[src/rtl/disp_scan_ctrl.sv]
// disp_scan_ctrl
// Time-multiplexed scan controller for a four-digit seven-segment display.
// The controller double-buffers a four-digit BCD value plus decimal points.
// It scans one digit per slot, with a short dark gap at the start of each
// slot so the previous digit does not ghost into the next one. New values
// are transferred only at frame boundaries, so a displayed frame never tears.
//
// Optional build macro: DISP_LZS_EN
//   When defined, leading zeros are suppressed: digit i (3..1) shows no
//   segments while it and every more-significant nibble are zero.
//   When undefined, zeros display as '0' in every position.
module disp_scan_ctrl #(
  parameter int SCAN_DIV     = 1024,  // clock cycles per digit slot, >= 2
  parameter int BLANK_CYCLES = 16     // dark cycles at slot start, < SCAN_DIV
) (
  input  logic        Clock,
  input  logic        Reset,
  input  logic [15:0] Value,
  input  logic [3:0]  DpMask,
  input  logic        Load,
  input  logic        Blank,
  output logic        LoadAck,
  output logic [3:0]  nDigit,
  output logic [6:0]  Seg,
  output logic        DP
);

  localparam int              CntW     = (SCAN_DIV > 2) ? $clog2(SCAN_DIV) : 1;
  localparam logic [CntW-1:0] CntLast  = CntW'(SCAN_DIV - 1);
  localparam logic [CntW-1:0] CntBlank = CntW'(BLANK_CYCLES);
  localparam logic [1:0]      IdxLast  = 2'd3;

  // Scan position
  logic [CntW-1:0] cnt;
  logic [1:0]      idx;

  // Shadow (written by Load) and display (what is being scanned) buffers
  logic [15:0] shadowVal;
  logic [3:0]  shadowDp;
  logic        pending;
  logic [15:0] dispVal;
  logic [3:0]  dispDp;

  // Transfer happened at the last edge; LoadAck follows one cycle later so it
  // lines up with the first output cycle that actually shows the new value.
  logic        ackPend;

  logic        slotEnd;
  logic        frameEnd;
  logic        inBlank;
  logic [6:0]  digitSeg [4];

  // BCD to seven-segment (bit0 = A ... bit6 = G); A-E blank, F is a dash
  function automatic logic [6:0] decodeSeg(input logic [3:0] nib);
    logic [6:0] seg;
    seg = 7'h00;
    case (nib)
      4'h0:    seg = 7'h3F;
      4'h1:    seg = 7'h06;
      4'h2:    seg = 7'h5B;
      4'h3:    seg = 7'h4F;
      4'h4:    seg = 7'h66;
      4'h5:    seg = 7'h6D;
      4'h6:    seg = 7'h7D;
      4'h7:    seg = 7'h07;
      4'h8:    seg = 7'h7F;
      4'h9:    seg = 7'h6F;
      4'hF:    seg = 7'h40;
      default: seg = 7'h00;
    endcase
    return seg;
  endfunction

  assign slotEnd  = (cnt == CntLast);
  assign frameEnd = slotEnd && (idx == IdxLast);
  assign inBlank  = (cnt < CntBlank);

  // Per-digit segment patterns decoded from the display register
  genvar gi;
  generate
    for (gi = 0; gi < 4; gi++) begin : gDigit
      logic [3:0] nib;
      assign nib = dispVal[gi*4 +: 4];
`ifdef DISP_LZS_EN
      if (gi == 0) begin : gUnits
        // the rightmost digit always shows, so a plain zero reads as '0'
        assign digitSeg[gi] = decodeSeg(nib);
      end else begin : gUpper
        // dark when this nibble and everything to its left is zero
        assign digitSeg[gi] = (dispVal[15:gi*4] == '0) ? 7'h00 : decodeSeg(nib);
      end
`else
      assign digitSeg[gi] = decodeSeg(nib);
`endif
    end
  endgenerate

  // Slot prescaler and digit index; these never stop, Blank only masks outputs
  always_ff @(posedge Clock or posedge Reset) begin
    if (Reset) begin
      cnt <= '0;
      idx <= '0;
    end else if (slotEnd) begin
      cnt <= '0;
      idx <= idx + 2'd1;
    end else begin
      cnt <= cnt + CntW'(1);
    end
  end

  // Shadow capture and frame-boundary transfer into the display register
  always_ff @(posedge Clock or posedge Reset) begin
    if (Reset) begin
      shadowVal <= '0;
      shadowDp  <= '0;
      pending   <= 1'b0;
      dispVal   <= '0;
      dispDp    <= '0;
      ackPend   <= 1'b0;
      LoadAck   <= 1'b0;
    end else begin
      ackPend <= 1'b0;
      LoadAck <= ackPend;
      if (frameEnd) begin
        // a Load on the boundary itself bypasses the shadow
        if (Load) begin
          dispVal <= Value;
          dispDp  <= DpMask;
          ackPend <= 1'b1;
        end else if (pending) begin
          dispVal <= shadowVal;
          dispDp  <= shadowDp;
          ackPend <= 1'b1;
        end
        pending <= 1'b0;
      end else if (Load) begin
        // repeated loads within a frame simply overwrite; one ack results
        shadowVal <= Value;
        shadowDp  <= DpMask;
        pending   <= 1'b1;
      end
    end
  end

  // Registered pad drive: dark during the slot gap or while Blank is high
  always_ff @(posedge Clock or posedge Reset) begin
    if (Reset) begin
      nDigit <= 4'hF;
      Seg    <= 7'h00;
      DP     <= 1'b0;
    end else if (Blank || inBlank) begin
      nDigit <= 4'hF;
      Seg    <= 7'h00;
      DP     <= 1'b0;
    end else begin
      nDigit <= ~(4'b0001 << idx);
      Seg    <= digitSeg[idx];
      DP     <= dispDp[idx];
    end
  end

endmodule

[config.mk]
export PLATFORM = sky130hd
export DESIGN_NAME = disp_scan_ctrl
export DESIGN_NICKNAME = d
export VERILOG_FILES = /design/src/rtl/disp_scan_ctrl.sv
export SDC_FILE = /design/constraint.sdc
export NUM_CORES = 1
export LEC_CHECK = 0
export ABC_CLOCK_PERIOD_IN_PS = 2150
export CAP_MARGIN = 20
export CORE_MARGIN = 3
export CORE_UTILIZATION = 45
export CTS_CLUSTER_SIZE = 16
export DETAILED_ROUTE_END_ITERATION = 16
export PLACE_DENSITY_LB_ADDON = 0.08
export SLEW_MARGIN = 25
export SYNTH_ARGS = -nofsm -noshare
export SYNTH_HDL_FRONTEND = slang
export SYNTH_SLANG_ARGS = --single-unit
[constraint.sdc]
create_clock -name Clock -period 2.15 [get_ports Clock]
set_input_delay 0.3225 -clock Clock [delete_from_list [all_inputs] [get_ports Clock]]
set_output_delay 0.3225 -clock Clock [all_outputs]
set_load 0.03 [all_outputs]
---- Yosys cells after proc, flatten, opt, wreduce, memory -nomap -nowiden ----
Memory sizes are Yosys's and may differ from the RTL's.
Cells that the tools add are included.
storage, ports and cells
  bits in registers ....................... 67
  latch bits .............................. 0
  RAM bits ................................ 0
  memory bits (read-only) ................. 448
  word-level logic and storage cells ...... 51
  memories ................................ 4
cells by class
  add/sub/neg operators ................... 2
  multiply operators ...................... 0
  divide/modulo/power cells ............... 0
  order comparisons ....................... 3
  eq/ne operators ......................... 2
  shift-type cells ........................ 1
  multiplexer cells ....................... 18
  bitwise operators ....................... 3
  reductions and logical operators ........ 6
memory list
  name              words  width  rd ports  clocked after Yosys merged registers in  write ports  line  RTL
  (name not given)  16     7      1         0                                        0            57    case (nib)
  (name not given)  16     7      1         0                                        0            57
  (name not given)  16     7      1         0                                        0            57
  (name not given)  16     7      1         0                                        0            57
operator list
  kind                                                  number
  2-to-1 mux 16 bit                                     2
  2-to-1 mux 7 bit                                      3
  binary-select mux 7 bit (select 2 bit)                1
  2-to-1 mux 4 bit                                      3
  adder 10 x 1 -> 10 bit (second input constant)        1
  equality test 10 bit (second input constant)          1
  < comparator 10 x 5 -> 1 bit (second input constant)  1
  2-to-1 mux 10 bit                                     1
  2-to-1 mux 1 bit                                      7
  NOT 4 bit                                             1
  AND reduction 2 bit                                   2
  nonzero test 2 bit                                    2
  << shifter 1 x 2 -> 4 bit (first input constant)      1
  >= comparator 3 bit (second input constant)           1
  < comparator 2 x 3 -> 1 bit (second input constant)   1
  NOT 2 -> 3 bit                                        1
  adder 2 x 1 -> 2 bit (second input constant)          1
  binary-select mux 1 bit (select 2 bit)                1
  equality test 2 bit (second input constant)           1
  logical AND 1 bit                                     1
  logical OR 1 bit                                      1
  NOT 1 bit                                             1

---- Longest topological paths before layout ----
  depth in word-level cells ............... 5
  gate-level depth with buffers ........... 7
  mapped depth without buffers ............ 7

---- Worst setup path after synthesis ----
No wires, ideal clock.
  kind .................................... flip-flop to flip-flop
  start ................................... register cnt[4]
  end ..................................... register shadowDp[0]
  library setup time ...................... 125 ps
  arrival ................................. 1558 ps
  data required time ...................... 2025 ps
  slack ................................... 467 ps
  stages on the path, launching flop included .. 7
  path buffers ............................ 1
  clock period less this slack ............ 1683 ps
  cells stage by stage .................... dfrtp_1 > and3_4 > nand3_4 > nor3_1 > nand2b_1 > buf_6 > mux2_2
on the way
  longest elaborated chain between the ends .. 4
RTL lines
  element                        line  RTL
  start: declaration             34    logic [CntW-1:0] cnt;
  start signal: assignment       107   cnt <= cnt + CntW'(1);
  equality test 10 bit           74    assign slotEnd = (cnt == CntLast);
  logical AND 1 bit              75    assign frameEnd = slotEnd && (idx == IdxLast);
  NOT 1 bit (no line)            n/a
  AND reduction 2 bit (no line)  n/a
  end signal: assignment         139   shadowDp <= DpMask;
  end: declaration               39    logic [3:0] shadowDp;
Every way passes these cells.
A chain may end at the register's enable or synchronous reset.

---- Worst setup path in the final report ----
  start ................................... register cnt[4]
  end ..................................... register shadowVal[14]
on the way
  longest elaborated chain between the ends .. 4
RTL lines
  element                        line  RTL
  equality test 10 bit           74
  logical AND 1 bit              75
  NOT 1 bit (no line)            n/a
  AND reduction 2 bit (no line)  n/a
  end signal: assignment         138   shadowVal <= Value;
  end: declaration               38    logic [15:0] shadowVal;
Every way passes these cells.

==> qor.yml <==
status:
  status: "finished, final reports clean"
clock_network:
  cts_setup_buffers: 0
  cts_hold_buf: 0
  cts.sinks: 67
  htreeDepth: 3
  cts_tree: "yes"
  cts_root_buffer: "clkbuf_8"
  cts_made_buffers: 9
  ctsResizeCount: 0
  insertion_delay_ps: 340
  clockBufferDepth: 2
  clk_pin_slew_ps: 80
timing:
  slew_violations: 0
  finalSetupViolCount: 0
  rsz0062_at_grt: "no"
  hold_viol_final: 0
  fin_skew_ps: 8.43
  finalSetupTns_ps: 0
  slew_headroom: 0.713
  period_share: 0.865
  fmax_ghz: 0.538
  period_needed_ps: 1860
  tightest_slew_ps: 429
  hold_ws_ps: 289
synth:
  avgSynthCellArea_um2: 10.1
  synth_edf_count: 0
  ys_types: 38
  ys_ff_latch: 67
  synthArstFlopShare: 1.00
  syn_inst: 370
  ys_warn_count: 0
  synth_fp_nets: 423
  yosysSeqAreaShare: 0.452
  ys.flop_type: "dfrtp_1"
  synth_area_um2: 3720
final_layout:
  area_delta_synth_final_pct: 19.6
  stdcell_area_um2: 4450
  drive_above_1_share: 0.143
  fill_cells: 705
  layout.nets: 460
  num_antenna_cells: 0
  fin_cells: 514
die:
  rows: 32
  initial_core_util: 0.472
  pin_count: 37
  die_h_um: 96.9
  dieArea_um2: 9390
  die_w_um: 96.9
  core_area_um2: 7890
global_routing:
  grt_pass1_wl_mm: 12.3
  grt_max_degree: 30
  grt_use_met1: 0.217
  grt_util_met3: 0.0440
  grt_overflow: 0
  antenna_found_initial: 0
  first_global_vias: 2634
  grt_usage: 0.159
  grt_busiest_layer: "met2"
  grt.met2_usage: 0.242
critical_path:
  crit_type: "reg2reg"
  startpoint_type: "flop"
  crit_path_end_kind: "flop"
  arrival_ps: 2080
  crit_required_ps: 2370
  worstPathMaxFanout: 20
power_and_ir_drop:
  power_density_nw_per_um2: 653
  cellLeakagePower_nw: 2.00
  p_switching_mw: 0.600
  seq_power_share: 0.455
  p_int_mw: 2.30
  swShare: 0.206
  ir_drop_uv: 345
  combPwrFrac: 0.073
  clockPowerShare: 0.472
place:
  place.gp.congestion: 0.803
  placed_area_um2: 4190
  dp.cells: 498
  portBuffers: 36
  dp_hpwl_mm: 5.10
detailed_routing:
  drc_errors: 0
  drt_iter0_drc: 91
  drtAntennaViolNets: 0
  wirelength_mm: 7.04
  vias_per_cell: 5.18
  drtPass1Iterations: 5
  dr_total_vias: 2664
  routedWlPerCell_um: 13.7
hold_path:
  hp-class: "in2async"
flow_run:
  drv_cap: 0
cell families (layout without fill, tap and decap cells):
logic type,Yosys count,count (layout),synth area share
AND/OR/NAND/NOR,101,101,0.132
AO/OA/AOI/OAI,80,80,0.120
flip-flops,67,67,0.452
multiplexers,41,41,0.120
buffers and inverters,41,83,0.0521
adder cells (fa/ha/maj),29,29,0.0975
XOR/XNOR,11,11,0.0259
cell usage in the layout (no fill, tap or decap), types with 2 or more instances in the layout:
master	count
buf_12	2
clkinvlp_4	2
o32ai_1	2
nand3b_1	3
nand2b_1	7
o221ai_1	4
a21oi_1	22
or2_2	5
dfrtp_1	63
and2_1	2
xor2_1	6
inv_1	21
o22ai_1	13
o21ai_0	16
xnor2_1	5
nand2_1	44
mux2_2	20
dfstp_2	4
clkdlybuf4s50_1	36
and3_1	2
clkbuf_8	9
nor3b_1	2
buf_4	6
nor2_1	22
ha_1	29
o21ai_1	20
nand3_1	7
bufinv_16	4
mux2i_1	20
metrics by stage:
stage               power (mW)   util  worst slack [ps]
global route              3.02  0.564               204
global placement          1.56  0.531               304
CTS                       2.95  0.564               275
detailed placement        1.56  0.531               296
floorplan                 1.47      -               151
finish                    2.90  0.564               290
registers in the layout (all words and copies together), names as in the netlist:
signal / count
DP: 1
dispDp: 4
dispVal: 16
LoadAck: 1
cnt: 10
shadowVal: 16
nDigit: 4
ackPend: 1
Seg: 7
shadowDp: 4
pending: 1
idx: 2
synth_stat cells, drive strengths merged (4+ instances only):
| library cell | n | area, µm² |
|---|---|---|
| mux2 | 20 | 225 |
| nor2 | 23 | 93.8 |
| buf | 12 | 85.1 |
| dfstp | 4 | 105 |
| or2 | 5 | 31.3 |
| inv | 22 | 82.6 |
| dfrtp | 63 | 1580 |
| o21ai | 36 | 180 |
| nand2b | 7 | 43.8 |
| xor2 | 6 | 52.6 |
| nand2 | 44 | 165 |
| o221ai | 4 | 35.0 |
| mux2i | 20 | 200 |
| ha | 29 | 363 |
| clkbuf | 6 | 22.5 |
| xnor2 | 5 | 43.8 |
| nand3 | 8 | 52.6 |
| a21oi | 22 | 110 |
| o22ai | 13 | 81.3 |
layout make-up:
class | count | area [µm²] | share of cell area
Inverter | 23 | 86.3 | 0.0194
Sequential cell | 67 | 1680 | 0.378
Timing Repair Buffer | 44 | 445 | 0.100
Tap cell | 102 | 128 | 0.0287
Clock buffer | 9 | 124 | 0.0278
Clock inverter | 7 | 140 | 0.0315
Multi-Input combinational cell | 262 | 1840 | 0.415
critical path, stage by stage (launching register included):
cell and delay (ps):
dfrtp_1 420, and3_4 240, nand3_4 120, nor3_1 240
nand2b_1 180, buf_12 180, mux2_2 350
per-layer routing:
metal	part of all wire	up-vias
met5	0	-
met4	0.020	0
met3	0.046	15
met2	0.42	56
met1	0.51	1245
li1	-	1348
power groups by stage:
stage	logic, mW	registers (mW)	clock network [mW]
floorplan	0.110	1.36	0
global placement	0.214	1.34	0
detailed placement	0.216	1.35	0
CTS	0.216	1.32	1.41
global route	0.231	1.33	1.46
finish	0.211	1.32	1.37
final timing paths:
kind / start / end / slack (ps) / cells after the start
max: cnt[4] / shadowVal[14] / 290 / 6
min: Reset / shadowDp[2] / 290 / 2
max reg2reg: cnt[4] / shadowVal[14] / 290 / 6
min reg2reg: ackPend / LoadAck / 350 / 0
max in group asynchronous: Reset / dispVal[11] / 1210 / 3
min in group Clock: ackPend / LoadAck / 350 / 0
Power figures use the tool's default switching activity.
